`config.mk`:
```
export PLATFORM = sky130hd
export DESIGN_NAME = pc_fetch_unit
export DESIGN_NICKNAME = d
export VERILOG_FILES = /design/src/rtl/riscv_pkg.sv /design/src/rtl/pc_next_mux.sv /design/src/rtl/pc_fetch_unit.sv
export SDC_FILE = /design/constraint.sdc
export NUM_CORES = 1
export LEC_CHECK = 0
export ABC_AREA = 1
export CAP_MARGIN = 20
export CORE_ASPECT_RATIO = 0.75
export CORE_MARGIN = 2
export CORE_UTILIZATION = 49
export DETAILED_ROUTE_END_ITERATION = 12
export PLACE_DENSITY_LB_ADDON = 0.15
export SYNTH_ARGS = -nofsm -noshare
export SYNTH_HDL_FRONTEND = slang
export SYNTH_SLANG_ARGS = --single-unit
```
`constraint.sdc`:
```
create_clock -name clk -period 11.2 [get_ports clk]
set_input_delay 3.36 -clock clk [delete_from_list [all_inputs] [get_ports clk]]
set_output_delay 3.36 -clock clk [all_outputs]
set_load 0.05 [all_outputs]
```
`src/rtl/riscv_pkg.sv`:
```
// Shared definitions for the core front end.
//   XLEN                 datapath / PC width
//   RESET_VECTOR_DEF     default pc loaded on reset
//   TRAP_VECTOR_DEF      default pc loaded when a misalign trap is cleared
//   fetch_state_t        fetch FSM encodings (BOOT=0, RUN=1, TRAP=2)
//   is_misaligned()      true when an instruction address is not word aligned
package riscv_pkg;

  localparam int          XLEN             = 32;
  localparam logic [31:0] RESET_VECTOR_DEF = 32'h0000_0000;
  localparam logic [31:0] TRAP_VECTOR_DEF  = 32'h0000_0100;

  typedef enum logic [1:0] {
    ST_BOOT = 2'd0,
    ST_RUN  = 2'd1,
    ST_TRAP = 2'd2
  } fetch_state_t;

  function automatic logic is_misaligned(input logic [1:0] addr_lsbs);
    return addr_lsbs != 2'b00;
  endfunction

endpackage

```
`src/rtl/pc_next_mux.sv`:
```
// Combinational next-pc priority select: redirect > stall > sequential.
//   i_redirect_valid   take i_redirect_target (only if it is word aligned)
//   i_redirect_target  branch/jump target
//   i_stall            hold the current pc
//   i_pc               current pc
//   i_pc_plus4         sequential next pc from the adder
//   o_next_pc          selected next pc (current pc when the redirect is misaligned)
//   o_advance          the pc moves this cycle (counts as a fetch)
//   o_misalign         redirect requested to a non-word-aligned target
module pc_next_mux
  import riscv_pkg::*;
#(
  parameter int XLEN = riscv_pkg::XLEN
) (
  input  logic            i_redirect_valid,
  input  logic [XLEN-1:0] i_redirect_target,
  input  logic            i_stall,
  input  logic [XLEN-1:0] i_pc,
  input  logic [XLEN-1:0] i_pc_plus4,
  output logic [XLEN-1:0] o_next_pc,
  output logic            o_advance,
  output logic            o_misalign
);

  logic w_target_bad;

  assign w_target_bad = is_misaligned(i_redirect_target[1:0]);

  always_comb begin
    o_next_pc  = i_pc;
    o_advance  = 1'b0;
    o_misalign = 1'b0;
    if (i_redirect_valid) begin
      // A redirect overrides stall; a bad target leaves pc alone and raises the trap.
      if (w_target_bad) begin
        o_misalign = 1'b1;
      end else begin
        o_next_pc = i_redirect_target;
        o_advance = 1'b1;
      end
    end else if (!i_stall) begin
      o_next_pc = i_pc_plus4;
      o_advance = 1'b1;
    end
  end

endmodule

```
`src/rtl/pc_fetch_unit.sv`:
```
// Program-counter stage: BOOT/RUN/TRAP FSM, pc register and fetch counter.
//   clk, rst          rising-edge clock, asynchronous active-high reset
//   stall             hold pc this cycle
//   redirect_valid    take redirect_target as next pc
//   redirect_target   branch/jump target
//   pc_plus4          sequential next pc (external adder: pc + 4)
//   trap_clear        leave TRAP and resume at TRAP_VECTOR
//   pc                current fetch address
//   pc_valid          pc is a real fetch (RUN state only)
//   misalign_trap     sticky misaligned-redirect flag
//   trap_pc           offending redirect target
//   fetch_count       cycles in which pc advanced (wraps mod 2^32)
module pc_fetch_unit #(
  parameter int          XLEN         = riscv_pkg::XLEN,
  parameter logic [31:0] RESET_VECTOR = riscv_pkg::RESET_VECTOR_DEF,
  parameter logic [31:0] TRAP_VECTOR  = riscv_pkg::TRAP_VECTOR_DEF
) (
  input  logic            clk,
  input  logic            rst,
  input  logic            stall,
  input  logic            redirect_valid,
  input  logic [XLEN-1:0] redirect_target,
  input  logic [XLEN-1:0] pc_plus4,
  input  logic            trap_clear,
  output logic [XLEN-1:0] pc,
  output logic            pc_valid,
  output logic            misalign_trap,
  output logic [XLEN-1:0] trap_pc,
  output logic [31:0]     fetch_count
);
  import riscv_pkg::*;

  fetch_state_t    r_state;
  fetch_state_t    w_state_next;
  logic [XLEN-1:0] r_pc;
  logic [XLEN-1:0] w_pc_next;
  logic            r_pc_valid;
  logic            r_misalign;
  logic            w_misalign_next;
  logic [XLEN-1:0] r_trap_pc;
  logic [XLEN-1:0] w_trap_pc_next;
  logic [31:0]     r_fetch_count;
  logic [31:0]     w_fetch_count_next;

  logic [XLEN-1:0] w_mux_pc;
  logic            w_mux_advance;
  logic            w_mux_misalign;

  pc_next_mux #(
    .XLEN (XLEN)
  ) u_next_mux (
    .i_redirect_valid  (redirect_valid),
    .i_redirect_target (redirect_target),
    .i_stall           (stall),
    .i_pc              (r_pc),
    .i_pc_plus4        (pc_plus4),
    .o_next_pc         (w_mux_pc),
    .o_advance         (w_mux_advance),
    .o_misalign        (w_mux_misalign)
  );

  always_comb begin
    w_state_next       = r_state;
    w_pc_next          = r_pc;
    w_misalign_next    = r_misalign;
    w_trap_pc_next     = r_trap_pc;
    w_fetch_count_next = r_fetch_count;
    case (r_state)
      ST_BOOT: begin
        w_state_next = ST_RUN;
      end
      ST_RUN: begin
        if (w_mux_misalign) begin
          w_state_next    = ST_TRAP;
          w_misalign_next = 1'b1;
          w_trap_pc_next  = redirect_target;
        end else begin
          w_pc_next = w_mux_pc;
          if (w_mux_advance) begin
            w_fetch_count_next = r_fetch_count + 32'd1;
          end
        end
      end
      ST_TRAP: begin
        if (trap_clear) begin
          w_state_next    = ST_RUN;
          w_pc_next       = TRAP_VECTOR[XLEN-1:0];
          w_misalign_next = 1'b0;
        end
      end
      default: begin
        w_state_next = ST_BOOT;
      end
    endcase
  end

  always_ff @(posedge clk or posedge rst) begin
    if (rst) begin
      r_state       <= ST_BOOT;
      r_pc          <= RESET_VECTOR[XLEN-1:0];
      r_pc_valid    <= 1'b0;
      r_misalign    <= 1'b0;
      r_trap_pc     <= '0;
      r_fetch_count <= '0;
    end else begin
      r_state       <= w_state_next;
      r_pc          <= w_pc_next;
      // Registered alongside the state so it is valid exactly while in RUN.
      r_pc_valid    <= (w_state_next == ST_RUN);
      r_misalign    <= w_misalign_next;
      r_trap_pc     <= w_trap_pc_next;
      r_fetch_count <= w_fetch_count_next;
    end
  end

  assign pc            = r_pc;
  assign pc_valid      = r_pc_valid;
  assign misalign_trap = r_misalign;
  assign trap_pc       = r_trap_pc;
  assign fetch_count   = r_fetch_count;

endmodule

```
==> impl_metrics.env <==
export IMPL_areaGrowthSynthToFinish_pct=42.9
export IMPL_synth_top_area_cell="dfrtp_1"
export IMPL_cp_start_kind="flip-flop"
export IMPL_nFillCells=727
export IMPL_worstHoldPathType="reg2reg"
export IMPL_num_rows=31
export IMPL_synth_cell_type_count=27
export IMPL_placed_area_sq_um=6550
export IMPL_viasPerCell=5.01
export IMPL_insertedDiodeCount=0
export IMPL_h_tree_depth=3
export IMPL_yosysSeqAreaShare=0.515
export IMPL_status="finished clean"
export IMPL_slew_viol_final=0
export IMPL_cts_root_buf="clkbuf_16"
export IMPL_numCtsBuffers=9
export IMPL_post_route_util=0.719
export IMPL_rsz0062_at_grt="no"
export IMPL_yosysTopAreaCellShare=0.515
export IMPL_die_area_sq_um=10700
export IMPL_worstPathArrival_ns=1.65
export IMPL_netlist_area_sq_um=4860
export IMPL_power_density_nw_per_um2=283
export IMPL_cts_buffer_depth=2
export IMPL_crit_slowest_cell="clkdlybuf4s50_1"
export IMPL_synth_most_common_cell="nand2_1"
export IMPL_die_width_um=119
export IMPL_synthCells=600
export IMPL_setup_tns_ns=0
export IMPL_cts_hold_buf=0
export IMPL_fp_dieH_um=90.3
export IMPL_cp_top_family="buffers and inverters"
export IMPL_drt_pass1_iter_count=6
export IMPL_gr_total_overflow=0
export IMPL_fin_nets=825
export IMPL_cts_tree="built"
export IMPL_synthTopCellsByArea="dfrtp_1 (51%), nand2_1 (16%), o21ai_1 (6.3%), inv_1 (5.1%), o211ai_1 (4.5%)"
export IMPL_cts_sinks=100
export IMPL_path_cells="clkdlybuf4s50_1"
export IMPL_yosys_warnings=0
export IMPL_antenna_found_initial=0
export IMPL_ys_top_cells_by_count="nand2_1 (201), dfrtp_1 (100), inv_1 (66), o21ai_1 (61), nor2_1 (33)"
export IMPL_drive_gt1_frac=0.0592
export IMPL_hold_viol_final=0
export IMPL_grt_pass1_wl_mm=21.3
export IMPL_synth_ff_type="dfrtp_1"
export IMPL_post_route_min_period_ns=5.01
export IMPL_syn_avg_cell_area_sq_um=8.10
export IMPL_max_freq_mhz=200
export IMPL_wire_per_inst_um=14.4
export IMPL_criticalPathCategory="reg2out"
export IMPL_async_reset_ff_frac=1.00
export IMPL_dp_hpwl_mm=9.34
export IMPL_worstPathMaxFanout=6
export IMPL_drt_iter0_drc=299
export IMPL_max_cap_violations=0
export IMPL_fin_hold_ws_ns=0.488
export IMPL_stdcell_area_sq_um=6950
export IMPL_synth_seq_cells=100
export IMPL_grt_pass1_vias=4391
export IMPL_relSlewSlack=0.341
export IMPL_ir_drop_v=0.000237
export IMPL_min_period_over_period=0.447
export IMPL_cp_end_kind="primary output"
export IMPL_worst_pin_slew_ns=0.988
export IMPL_grt_max_degree=84
export IMPL_core_sq_um=9660
export IMPL_postCtsSetupBuffers=0
export IMPL_synth_nets=670
export IMPL_cts_resized_gates=0
export IMPL_critPathMaxStageDelay_ns=0.85
export IMPL_skew_ns=0.00483
export IMPL_io_buffer_count=166
export IMPL_drcViolationCount=0
export IMPL_path_buf_inv=1
export IMPL_synth_edf_count=0
export IMPL_setup_violations=0
export IMPL_route_vias_total=4465
export IMPL_clock_latency_ns=0.34
export IMPL_worstPathRequired_ns=7.84
export IMPL_start_util=0.503
export IMPL_wl_mm=12.8
export IMPL_pin_count=167
export IMPL_leakage_nw=3.18
export IMPL_cts_clk_slew_worst_paths_ns=0.07
export IMPL_finalWeightedCongestion=0.863
export IMPL_grt_usage=0.249
export IMPL_drtAntennaViolNets=0
## tightest hold or removal path, stage by stage (launching register included)
cell	delay [ns]
dfrtp_1	0.35
nand2_1	0.05
o21ai_0	0.06
## where the power goes
group | internal [mW] | switching, mW | total, mW
Combinational | 0.328 | 0.698 | 1.03
Clock | 0.224 | 0.133 | 0.357
Sequential | 0.494 | 0.0911 | 0.585
## sequential cells by signal (all words and copies together), names as in the netlist
register / cells
fetch_count: 32
misalign_trap: 1
pc: 32
pc_valid: 1
r_state: 2
trap_pc: 32
## layout make-up
type	count	area [sq um]	area share
Clock buffer	10	239	0.0344
Clock inverter	6	111	0.0160
Inverter	70	265	0.0382
Multi-Input combinational cell	404	1950	0.280
Sequential cell	100	2500	0.360
Tap cell	132	165	0.0238
Timing Repair Buffer	170	1720	0.247
## layer usage
metal	wire, um	part of all wire	GRT usage	up-vias
li1	-	-	-	2220
met1	5800	0.45	0.342	2052
met5	0	0	0	-
met4	249	0.019	0.0804	0
met2	5860	0.46	0.388	172
met3	936	0.073	0.0663	21
## metrics by stage
step	setup slack [ns]	total power [mW]	instances
after floorplan	5.22	1.27	600
after global placement	5.84	1.58	874
after detailed placement	5.71	1.61	874
after CTS	6.03	1.97	890
after global routing	6.07	2.06	892
final	6.19	1.97	892
## placed cells by master (no fill, tap or decap), types with 2 or more instances in the layout
master	instances
nor2_2	7
nand3b_1	8
nor2_4	2
nor2_1	33
dfrtp_1	100
nand4_1	10
nand2_1	201
inv_2	4
o21ai_0	10
clkdlybuf4s50_1	165
inv_1	65
xor2_1	8
a21oi_1	2
nand3_1	17
o21ai_1	61
bufinv_16	3
buf_4	2
nand2_2	6
o211ai_1	29
xnor2_1	3
clkbuf_16	9
nor3_1	2
## logic make-up (layout without fill, tap and decap cells)
| group | after synthesis | in the layout | share of synthesized area |
|---|---|---|---|
| and+or+nand+nor | 289 | 289 | 0.255 |
| AOI/OAI and AO/OA | 103 | 103 | 0.123 |
| DFF | 100 | 100 | 0.515 |
| adders and majority gates | 1 | 1 | 0.00257 |
| buffers and inverters | 96 | 256 | 0.0849 |
| xor gates and xnor gates | 11 | 11 | 0.0198 |
## worst paths after layout
kind,from,to,slack [ns],depth (start not counted)
worst max-delay path,fetch_count[13],fetch_count[13],6.19,1
worst min-delay path,trap_pc[1],trap_pc[1],0.49,2
worst max register to register,r_state[0],pc[11],9.24,7
worst min register to register,trap_pc[1],trap_pc[1],0.49,2
max in group asynchronous,rst,pc[7],7.03,4
min in group asynchronous,rst,fetch_count[3],3.29,2
Power figures use the tool's default switching activity.
